===== config.mk =====
export PLATFORM = sky130hd
export DESIGN_NAME = pc_gen_mf
export DESIGN_NICKNAME = d
export VERILOG_FILES = /design/src/rtl/fetch_pkg.sv /design/src/rtl/fetch_slot_mask.sv /design/src/rtl/pc_gen_mf.sv
export SDC_FILE = /design/constraint.sdc
export NUM_CORES = 1
export LEC_CHECK = 0
export ABC_AREA = 1
export CAP_MARGIN = 0
export CORE_AREA = 2 2 205 207
export CTS_CLUSTER_DIAMETER = 100
export DETAILED_ROUTE_END_ITERATION = 7
export DIE_AREA = 0 0 207 209
export MAX_ROUTING_LAYER = met4
export PLACE_DENSITY = 0.69
export SKIP_CTS_REPAIR_TIMING = 1
export SYNTH_ARGS = -nofsm -noshare
export SYNTH_HDL_FRONTEND = slang
export SYNTH_HIERARCHICAL = 1
export SYNTH_SLANG_ARGS = --single-unit

===== constraint.sdc =====
create_clock -name clk_i -period 5.65 [get_ports clk_i]
set_input_delay 1.4125 -clock clk_i [delete_from_list [all_inputs] [get_ports clk_i]]
set_output_delay 1.4125 -clock clk_i [all_outputs]
set_load 0.02 [all_outputs]

===== src/rtl/fetch_pkg.sv =====
// Shared frontend types: branch resolution record, fetch geometry, PC generator states.
package fetch_pkg;

    localparam int unsigned FETCH_XLEN  = 64;
    localparam int unsigned FETCH_W_DEF = 4;

    typedef struct packed {
        logic [FETCH_XLEN-1:0] pc;
        logic [FETCH_XLEN-1:0] target;
        logic                  taken;
        logic                  mispredict;
    } resolution_t;

    // Slot index width; a single-slot block still carries a 1-bit index.
    function automatic int unsigned slot_w(input int unsigned fw);
        return (fw > 1) ? $clog2(fw) : 1;
    endfunction

    localparam int unsigned SLOT_W_DEF = slot_w(FETCH_W_DEF);

    typedef logic [1:0] pc_gen_state_t;
    localparam pc_gen_state_t BOOT = 2'd0;
    localparam pc_gen_state_t RUN  = 2'd1;
    localparam pc_gen_state_t HALT = 2'd2;

endpackage


===== src/rtl/fetch_slot_mask.sv =====
// Valid-slot mask of a fetch block: slots from the entry offset up to a taken predicted branch.
module fetch_slot_mask #(
    parameter int unsigned FETCH_W = 4,
    parameter int unsigned SLOT_W  = 2
) (
    input  logic [SLOT_W-1:0]  off_i,
    input  logic               pred_ok_i,
    input  logic [SLOT_W-1:0]  pred_slot_i,
    output logic [FETCH_W-1:0] slot_mask_o
);

    // Per-slot enable: at or after the entry slot, and not past a taken prediction.
    always_comb begin
        slot_mask_o = '0;
        for (int i = 0; i < FETCH_W; i++) begin
            slot_mask_o[i] = (SLOT_W'(i) >= off_i) &
                             (~pred_ok_i | (SLOT_W'(i) <= pred_slot_i));
        end
    end

endmodule


===== src/rtl/pc_gen_mf.sv =====
// Multi-slot fetch PC generator: redirect arbitration, PC register, epoch counter, halt FSM.
module pc_gen_mf
    import fetch_pkg::*;
#(
    parameter int unsigned          XLEN    = FETCH_XLEN,
    parameter logic [XLEN-1:0]      BOOT_PC = '0,
    parameter int unsigned          FETCH_W = FETCH_W_DEF,
    parameter int unsigned          EPOCH_W = 3,
    localparam int unsigned         SLOT_W  = slot_w(FETCH_W)
) (
    input  logic                clk_i,
    input  logic                rst_ni,
    input  logic                comm_except_raised_i,
    input  logic [XLEN-1:0]     comm_except_pc_i,
    input  logic                bu_res_valid_i,
    input  resolution_t         bu_res_i,
    output logic                bu_ready_o,
    input  logic                early_jump_valid_i,
    input  logic [XLEN-1:0]     early_jump_base_i,
    input  logic [XLEN-1:0]     early_jump_offs_i,
    output logic [XLEN-1:0]     early_jump_target_o,
    input  logic                pred_taken_i,
    input  logic [SLOT_W-1:0]   pred_slot_i,
    input  logic [XLEN-1:0]     pred_target_i,
    input  logic                halt_i,
    output logic                halted_o,
    input  logic                mem_ready_i,
    output logic                valid_o,
    output logic [XLEN-1:0]     pc_o,
    output logic [FETCH_W-1:0]  slot_mask_o,
    output logic [EPOCH_W-1:0]  epoch_o
);

    localparam logic [XLEN-1:0] BLK = XLEN'(FETCH_W * 4);

    pc_gen_state_t       r_state;
    pc_gen_state_t       w_state_d;
    logic [XLEN-1:0]     r_pc;
    logic [XLEN-1:0]     w_pc_d;
    logic [EPOCH_W-1:0]  r_epoch;
    logic [SLOT_W-1:0]   w_off;
    logic [XLEN-1:0]     w_seq_pc;
    logic                w_except;
    logic                w_mispredict;
    logic                w_accept;
    logic                w_pred_ok;

    if (FETCH_W == 1) begin : g_single
        assign w_off = '0;
    end else begin : g_multi
        assign w_off = r_pc[2 +: SLOT_W];
    end

    assign w_except     = comm_except_raised_i;
    assign w_mispredict = bu_res_valid_i & bu_res_i.mispredict;
    assign w_seq_pc     = (r_pc & ~(BLK - XLEN'(1))) + BLK;
    // A predicted branch before the entry slot belongs to code we skip over.
    assign w_pred_ok    = pred_taken_i & (pred_slot_i >= w_off);

    assign valid_o  = (r_state == RUN) & ~w_except & ~w_mispredict & ~early_jump_valid_i;
    assign w_accept = valid_o & mem_ready_i;

    assign bu_ready_o          = 1'b1;
    assign early_jump_target_o = early_jump_base_i + early_jump_offs_i;
    assign halted_o            = (r_state == HALT);
    assign pc_o                = r_pc;
    assign epoch_o             = r_epoch;

    fetch_slot_mask #(
        .FETCH_W (FETCH_W),
        .SLOT_W  (SLOT_W)
    ) u_slot_mask (
        .off_i       (w_off),
        .pred_ok_i   (w_pred_ok),
        .pred_slot_i (pred_slot_i),
        .slot_mask_o (slot_mask_o)
    );

    // Next-PC priority mux: except > mispredict > early jump > accepted block.
    always_comb begin
        w_pc_d = r_pc;
        if (w_except) begin
            w_pc_d = comm_except_pc_i;
        end else if (w_mispredict) begin
            w_pc_d = bu_res_i.taken ? XLEN'(bu_res_i.target) : XLEN'(bu_res_i.pc) + XLEN'(4);
        end else if (early_jump_valid_i) begin
            w_pc_d = early_jump_target_o;
        end else if (w_accept) begin
            w_pc_d = w_pred_ok ? pred_target_i : w_seq_pc;
        end
    end

    // Halt FSM; a stalled request is never abandoned to enter HALT.
    always_comb begin
        w_state_d = r_state;
        case (r_state)
            BOOT: w_state_d = RUN;
            RUN:  if (halt_i && !(valid_o && !mem_ready_i)) w_state_d = HALT;
            HALT: if (!halt_i) w_state_d = RUN;
            default: w_state_d = BOOT;
        endcase
    end

    // State, PC and epoch registers.
    always_ff @(posedge clk_i or negedge rst_ni) begin
        if (!rst_ni) begin
            r_state <= BOOT;
            r_pc    <= BOOT_PC;
            r_epoch <= '0;
        end else begin
            r_state <= w_state_d;
            r_pc    <= w_pc_d;
            if (w_except || w_mispredict) begin
                r_epoch <= r_epoch + EPOCH_W'(1);
            end
        end
    end

endmodule


Word-level counts from Yosys, hierarchy flattened. Cells that the tools add are included.

$add $sub $neg: 4. $mul: 0. Divide/modulo/power cells: 0. Magnitude comparators: 9. Equality and inequality tests: 4. Shift-type cells: 0. Mux-type cells: 9. Bitwise logic cells: 18. Reductions and logical operators: 8.

Operators with widths (number): 64-bit two-way mux (6); 64-bit by 3-bit adder with 64-bit output (second input constant) (1); 64-bit by 5-bit adder with 64-bit output (second input constant) (1); 64-bit adder (1); 1-bit AND (10); 2-bit one-hot mux with 3 select lines (1); 1-bit by 2-bit greater-or-equal comparator with 1-bit output (first input constant) (2); 2-bit greater-or-equal comparator (first input constant) (2); 1-bit by 2-bit <= comparator with 1-bit output (first input constant) (2); 2-bit <= comparator (first input constant) (2); 2-bit two-way mux (2); 1-bit NOT (4); 1-bit bitwise OR (4); 4-bit nonzero test (1); 3-bit by 1-bit adder with 3-bit output (second input constant) (1); 2-bit by 1-bit equality test with 1-bit output (second input constant) (1); 2-bit equality test (second input constant) (1); 2-bit greater-or-equal comparator (1); 1-bit logical AND (2); 1-bit logical NOT (2); 2-bit logical NOT (1); 2-bit by 1-bit != test with 1-bit output (second input constant) (1); 2-bit != test (second input constant) (1); 2-bit AND reduction (1); 1-bit logical OR (1).

Register bits after elaboration: 69. Bits in latches: 0. Memory bits (writable): 0. Bits in read-only memories: 0. Bits of input ports: 396. Output and inout port bits: 138. Memories: 0.

Depth between registers and ports, before layout. Gate-level depths: netlist of run 1.

Word-level depth: 9. Mapped depth: 18.

Hierarchy. The synthesis of run 1 kept the hierarchy.

By module, submodules not included: pc_gen_mf (times used 1, cells each 3180, area an instance 15702.6 um2, sequential area each 1726.7 um2); fetch_slot_mask (times used 1, cells each 8, area an instance 35.0 um2, sequential area each 0.0 um2).

Worst setup path after synthesis of run 1. No wires, ideal clock.

Kind: in2out. Start point: input early_jump_base_i[0]. End point: output early_jump_target_o[62]. Arrival: 3.174 ns. Required time: 4.238 ns. Slack: 1.064 ns. Stages on the path: 14. Cells stage by stage: ha_1 fa_1 nand3_1 nand3_1 nand2_1 nand2_1 nand2_1 nand3_1 nand2_1 nand2_1 nand2_1 nand2_1 nand2_1 and2_1.

Cells in the longest elaborated chain, start to end: 1.

Ends and longest elaborated chain: from (decl) (RTL line pc_gen_mf.sv:19) `input logic [XLEN-1:0] early_jump_base_i,`; 64-bit adder (RTL line pc_gen_mf.sv:64) `assign early_jump_target_o = early_jump_base_i + early_jump_offs_i;`; to (decl) (RTL line pc_gen_mf.sv:21) `output logic [XLEN-1:0] early_jump_target_o,`.

Every way passes these cells.

Final worst setup path of run 1.
Start point: input early_jump_offs_i[18]. End point: output early_jump_target_o[53].

Cells in the longest elaborated chain, start to end: 1.

Ends and longest elaborated chain: from (decl) (RTL line pc_gen_mf.sv:20) `input logic [XLEN-1:0] early_jump_offs_i,`; 64-bit adder (RTL line pc_gen_mf.sv:64).

Every way passes these cells.

==> impl_metrics.csv, run 1 <==
group,metric,value,unit
power,p_leak,11.9,nW
run_status,violations,"design-rule violations",
clocking,numCtsBuffers,9,
sta,finalCritPeriodShare,0.987,
floorplanning,pin_count,534,
setup_path,cp_slowest_cell,"clkdlybuf4s50_1",
power,irDropWorstVdd,0.0000975,V
setup_path,cpMostUsedCell,"nand2_1",
logic_synthesis,async_reset_ff_frac,1.00,
logic_synthesis,netlist.area_leader.share,0.303,
sta,worst_clock_skew,0.0119,ns
layout,nNetsFinal,4223,
detailed_routing,drt.antenna.violating_nets,0,
detailed_routing,vias_per_cell,5.25,
setup_path,r2r-start,"pc_o[2]",
setup_path,critPathKind,"in2out",
setup_path,r2r_end,"pc_o[63]",
global_routing,grt_antenna_before_repair,12,
sta,finalSetupTns,0,ns
logic_synthesis,syn-num-nets,3653,
sta,setup_violations,0,
logic_synthesis,syn_area,0.0157,mm²
sta,slew_violations,0,
global_routing,grt_max_degree,105,
power,powerDensity,179,mW/mm²
setup_path,crit_buf_inv,3,
floorplanning,die_h,209,µm
global_routing,grt_pass1_wl,132000,µm
setup_path,crit_family,"buffers and inverters",
detailed_routing,post_drt_wl_per_cell,21.3,µm
placement,numPortBuffers,532,
floorplanning,initial_core_util,0.381,
sta,slew_headroom,0.344,
clocking,cts_max_path_buffers,2,
global_routing,grt_overflow,0,
sta,rsz0062_at_grt,"no",
detailed_routing,first_iter_violations,2626,
detailed_routing,num_vias,22600,
logic_synthesis,ys_seq_area_frac,0.110,
power,finalPower,4.04,mW
layout,area_growth,43.6,%
logic_synthesis,syn_avg_cell_area,4.94,µm²
setup_path,cp_cell_sequence,"clkdlybuf4s50_1 > ha_1 > nand2_1 > buf_4 > nor2_1 > a21oi_1 > nand3_1 > nand2_1 > nand4_1 > nand2_1 > clkdlybuf4s50_1",
global_routing,grt_pass1_vias,20600,
logic_synthesis,synthCells,3188,
logic_synthesis,ys_warn_count,6,
clocking,root_buffer,"clkbuf_16",
hold_path,worst_hold_path.endpoint,"epoch_o[2]",
sta,hold_viol_final,0,
placement,gp_congestion,1.08,
placement,hpwl,78700,µm
setup_path,start_kind,"input port",
setup_path,cpPeakStageDelay,0.62,ns
logic_synthesis,synth_seq_cells,69,
detailed_routing,drc,1,
setup_path,arrival,4.17,ns
logic_synthesis,synth_commonest_cells,"nand2_1, nor2_1, inv_1",
clocking,cts_tree,"built",
global_routing,grtUsageTotal,0.421,
sta,worst_pin_slew,0.984,ns
logic_synthesis,yosys.area.top_type,"nand2_1",
logic_synthesis,synth_edf_count,0,
detailed_routing,drt_wl_total,91800,µm
floorplanning,num_rows,75,
setup_path,endpoint_kind,"output port",
logic_synthesis,synth_ff_type,"dfrtp_1",
hold_path,whs_path_depth,1,
layout,drive_above_1_share,0.0500,
run_status,status,"complete, but fails checks",
logic_synthesis,yosysMostFrequentCell,"nand2_1",
logic_synthesis,ys_top_cells_by_area,"nand2_1, nor2_1, inv_1, dfrtp_1, nand3_1",
setup_path,crit_path_max_fanout,4,
setup_path,regToRegSetupSlack,2.47,ns
clocking,clock_latency,0.36,ns
sta,timing.fmax,179,MHz
logic_synthesis,ys_types,51,
clocking,cts_sinks,69,
sta,period_needed,5.58,ns
floorplanning,core_area,0.0413,mm²
detailed_routing,drt_pass1_iterations,8,
job,drv_cap,0,
hold_path,min-delay-start,"epoch_o[2]",
hold_path,hold_class,"reg2reg",
floorplanning,die_area,0.0433,mm²
setup_path,r2r_cells,14,
layout,n_fill_cell,4534,
setup_path,crit_required,4.24,ns
clocking,clk_pin_slew,0.07,ns
clocking,htreeDepth,3,
floorplanning,dieWidth,207,µm
power by group:
part | switching, mW | leakage [nW] | internal, mW
clock network | 0.249 | 0.139 | 0.343
registers | 0.204 | 0.802 | 0.584
logic | 1.59 | 10.9 | 1.08
total | 2.04 | 11.9 | 2.00
sequential cells by signal, summed over array words and instances (netlist names):
signal / count
r_state: 2
pc_o: 64
epoch_o: 3
through the flow:
step	std cells	instance area, µm²	utilization	hold WS [ns]	setup slack (ns)
2_1_floorplan	3188	15700	-	0.560	1.06
3_3_place_gp	4285	22100	0.536	0.463	-0.116
3_5_place_dp	4285	22100	0.536	0.481	-0.100
4_1_cts	4300	22400	0.543	0.490	-0.111
5_1_grt	4313	22600	0.547	0.501	0.00959
6_report	4313	22600	0.547	0.486	0.0714
cell families after synthesis:
logic type,synth area share
and+or+nand+nor,0.557
buffers and inverters,0.137
AOI/OAI and AO/OA,0.0951
xor gates and xnor gates,0.0462
adders and majority gates,0.0553
DFF,0.110
other,0.000238
routing by layer:
layer  vias to the layer above  global-route usage  wire length [µm]
met5                         -                   -                 0
met4                         0               0.235              5850
met3                       223              0.0631              9020
met2                      1379               0.624             38900
met1                     10000               0.548             38100
li1                      11000                   -                 -
layout by cell type (no fill, tap or decap), types with 33 or more instances in the layout:
master | synthesis | routed
a21oi_1 | 151 | 150
buf_4 | 3 | 102
clkdlybuf4s50_1 | 0 | 496
dfrtp_1 | 69 | 69
dlymetal6s2s_1 | 0 | 33
ha_1 | 68 | 68
inv_1 | 465 | 462
nand2_1 | 1269 | 1265
nand3_1 | 224 | 223
nand4_1 | 45 | 45
nor2_1 | 483 | 476
nor3_1 | 48 | 48
o21ai_0 | 73 | 73
xnor2_1 | 33 | 33
xor2_1 | 50 | 49
worst max path at each step:
stage / to / cells past startpoint / slack [ns] / startpoint
after detailed placement: early_jump_target_o[28] / 15 / -0.10 / early_jump_offs_i[0]
final: early_jump_target_o[53] / 11 / 0.07 / early_jump_offs_i[18]
after CTS: early_jump_target_o[62] / 16 / -0.11 / early_jump_offs_i[0]
after global routing: early_jump_target_o[27] / 13 / 0.01 / early_jump_base_i[4]
after floorplan: early_jump_target_o[62] / 14 / 1.06 / early_jump_base_i[0]
after global placement: early_jump_target_o[62] / 16 / -0.12 / early_jump_offs_i[0]
area by class of cell:
cell class                      instances  area (µm²)  area share
Inverter                              472        1770      0.0784
Clock inverter                          6        71.3     0.00316
Clock buffer                            9         225     0.00997
Timing Repair Buffer                  635        6190       0.274
Multi-Input combinational cell       2571       11900       0.527
Tap cell                              539         674      0.0298
Antenna cell                           12        30.0     0.00133
Sequential cell                        69        1730      0.0764
worst reg2reg max path, delay by kind of cell, from the launching register on:
kind                       cells  cell delay, ns
buffers and inverters          3            0.72
adders and majority gates      1            0.32
and+or+nand+nor                7            0.92
AOI/OAI and AO/OA              3            0.62
DFF                            1            0.48
No activity file was read; power rests on OpenSTA's default activity.
==> run 2, diff against run 1 <==
--- a/config.mk
+++ b/config.mk
@@ -7,12 +7,13 @@
 export LEC_CHECK = 0
 export ABC_AREA = 1
 export CAP_MARGIN = 0
-export CORE_AREA = 2 2 205 207
+export CORE_AREA = 2 2 207 209
 export CTS_CLUSTER_DIAMETER = 100
 export DETAILED_ROUTE_END_ITERATION = 7
-export DIE_AREA = 0 0 207 209
+export DIE_AREA = 0 0 209 211
 export MAX_ROUTING_LAYER = met4
-export PLACE_DENSITY = 0.69
+export PLACE_DENSITY = 0.68
+export SETUP_SLACK_MARGIN = 0.1
 export SKIP_CTS_REPAIR_TIMING = 1
 export SYNTH_ARGS = -nofsm -noshare
 export SYNTH_HDL_FRONTEND = slang
==> constraint.sdc (replaced) <==
create_clock -name clk_i -period 5.7 [get_ports clk_i]
set_input_delay 1.425 -clock clk_i [delete_from_list [all_inputs] [get_ports clk_i]]
set_output_delay 1.425 -clock clk_i [all_outputs]
set_load 0.02 [all_outputs]
==> run 2 against run 1 <==
Critical path type unchanged. Clock power shrank 4.2%. Power fell by 1.6%. Via count decreased by 0.80%. Critical path depth down 1. Clock skew decreased by 0.0081 ns. Combinational power barely moved. The run now ends clean. Cell count fell by 0.35%. Clock-buffer cell count increased by 3. Wire length rose by 2.1%. Register-to-register slack about the same. Flip-flop and latch count did not move.
==> impl_metrics.csv, run 2 (same netlist as run 1, synthesis figures left out) <==
group,metric,value,unit
detailed_routing,num_vias,22500,
layout,area_growth,43.2,%
layout,layout_commonest_cell,"nand2_1",
global_routing,grt_max_degree,105,
sta,slew_violations,0,
floorplanning,core_area,0.0418,mm²
detailed_routing,wl_met3,9110,µm
sta,rsz0062_at_grt,"yes",
setup_path,crit_required,4.28,ns
placement,hpwl,80800,µm
job,drv_cap,0,
setup_path,r2r_end,"pc_o[63]",
sta,slew_headroom,0.325,
placement,gp_congestion,1.12,
floorplanning,num_rows,75,
floorplanning,die_area,0.0441,mm²
global_routing,grt_pass1_wl,134000,µm
detailed_routing,drt_wl_total,93700,µm
global_routing,grt_antenna_before_repair,12,
power,irDropWorstVdd,0.000100,V
detailed_routing,drt.antenna.violating_nets,0,
clocking,htreeDepth,3,
power,seqPwrFrac,0.196,
detailed_routing,first_iter_violations,2719,
power,powerDensity,176,mW/mm²
setup_path,start_kind,"input port",
hold_path,worst_hold_path.endpoint,"epoch_o[2]",
sta,period_needed,5.53,ns
global_routing,grtUsageTotal,0.426,
placement,numPortBuffers,532,
setup_path,crit_path_max_fanout,4,
layout,register_area,0.00173,mm²
sta,timing.fmax,181,MHz
placement,dpl.cell_count,4273,
detailed_routing,topRoutingLayerUsed,"met4",
detailed_routing,drt_pass1_iterations,6,
run_status,status,"finished clean",
layout,finish.utilization,0.540,
setup_path,r2r-start,"pc_o[2]",
clocking,clock_latency,0.35,ns
power,p_leak,11.9,nW
layout,multi_input_area,0.0119,mm²
clocking,clk_pin_slew,0.05,ns
detailed_routing,vias_per_cell,5.23,
sta,setup_violations,0,
detailed_routing,route.met2.wl,40800,µm
floorplanning,initial_core_util,0.377,
detailed_routing,drc,0,
sta,hold_viol_final,0,
clocking,root_buffer,"clkbuf_16",
setup_path,r2r_cells,14,
detailed_routing,wl_met1,39000,µm
layout,nNetsFinal,4210,
sta,worst_clock_skew,0.00387,ns
setup_path,arrival,4.11,ns
floorplanning,die_h,211,µm
power,p_comb_frac,0.661,
power,clkPwrFrac,0.143,
floorplanning,dieWidth,209,µm
power,p_int,1.98,mW
global_routing,grt_overflow,0,
hold_path,min-delay-start,"epoch_o[2]",
setup_path,endpoint_kind,"output port",
power,p_sw,2.00,mW
layout,n_fill_cell,4592,
setup_path,critPathKind,"in2out",
hold_path,whs_path_depth,1,
sta,worst_pin_slew,1.00,ns
hold_path,hold_class,"reg2reg",
power,p_sw_frac,0.503,
layout,layout_common_cells,"nand2_1, clkdlybuf4s50_1, nor2_1",
clocking,numCtsBuffers,9,
floorplanning,pin_count,534,
layout,largest_reg_flops,64,
layout,final_cells,4298,
detailed_routing,post_drt_wl_per_cell,21.8,µm
layout,drive_above_1_share,0.0480,
sta,finalCritPeriodShare,0.970,
clocking,cts_max_path_buffers,2,
clocking,cts_tree,"built",
global_routing,grt_pass1_vias,20500,
clocking,cts_sinks,69,
setup_path,regToRegSetupSlack,2.48,ns
[run 2: cell type report]
class	count	share of cell area
Sequential cell	69	0.0766
Clock inverter	2	0.00155
Antenna cell	11	0.00122
Timing Repair Buffer	622	0.272
Clock buffer	12	0.0109
Tap cell	539	0.0299
Multi-Input combinational cell	2571	0.529
Inverter	472	0.0786
[run 2: how the worst max path moves through the flow]
stage	cells past startpoint	end	from	slack, ns
after floorplan	14	early_jump_target_o[62]	early_jump_base_i[0]	1.09
after global placement	16	early_jump_target_o[62]	early_jump_offs_i[0]	-0.07
after detailed placement	16	early_jump_target_o[62]	early_jump_offs_i[0]	-0.08
after CTS	16	early_jump_target_o[62]	early_jump_offs_i[0]	-0.11
after global routing	16	early_jump_target_o[62]	early_jump_offs_i[0]	0.06
final	10	early_jump_target_o[19]	early_jump_offs_i[17]	0.17
[run 2: power by group through the flow]
stage	Combinational, mW	Sequential, mW	Clock, mW
5_1_grt	2.81	0.783	0.585
3_5_place_dp	2.58	0.778	0
4_1_cts	2.59	0.769	0.569
2_1_floorplan	1.19	0.794	0
3_3_place_gp	2.58	0.778	0
6_report	2.63	0.780	0.568
[run 2: stage by stage]
stage	power, mW	instance area, µm²	hold slack [ns]	worst slack (ns)	TNS [ns]
after global routing	4.17	22500	0.510	0.0566	0
after CTS	3.92	22300	0.478	-0.114	-0.377
after floorplan	1.98	15700	0.560	1.09	0
after global placement	3.35	22000	0.467	-0.0669	-0.0724
after detailed placement	3.36	22000	0.470	-0.0841	-0.263
final	3.98	22500	0.480	0.170	0
[run 2: per-layer routing]
layer | up-vias | GRT usage
li1 | 11000 | -
met5 | - | -
met3 | 186 | 0.0706
met4 | 0 | 0.194
met1 | 9992 | 0.548
met2 | 1280 | 0.654
[run 2: worst max-delay path: stages]
cell,delay (ns)
clkdlybuf4s50_1,0.45
ha_1,0.39
nand2_1,0.16
nor2_2,0.21
nand2_1,0.09
inv_1,0.08
nand4_1,0.07
nand3b_1,0.25
xor2_1,0.30
clkdlybuf4s50_1,0.67
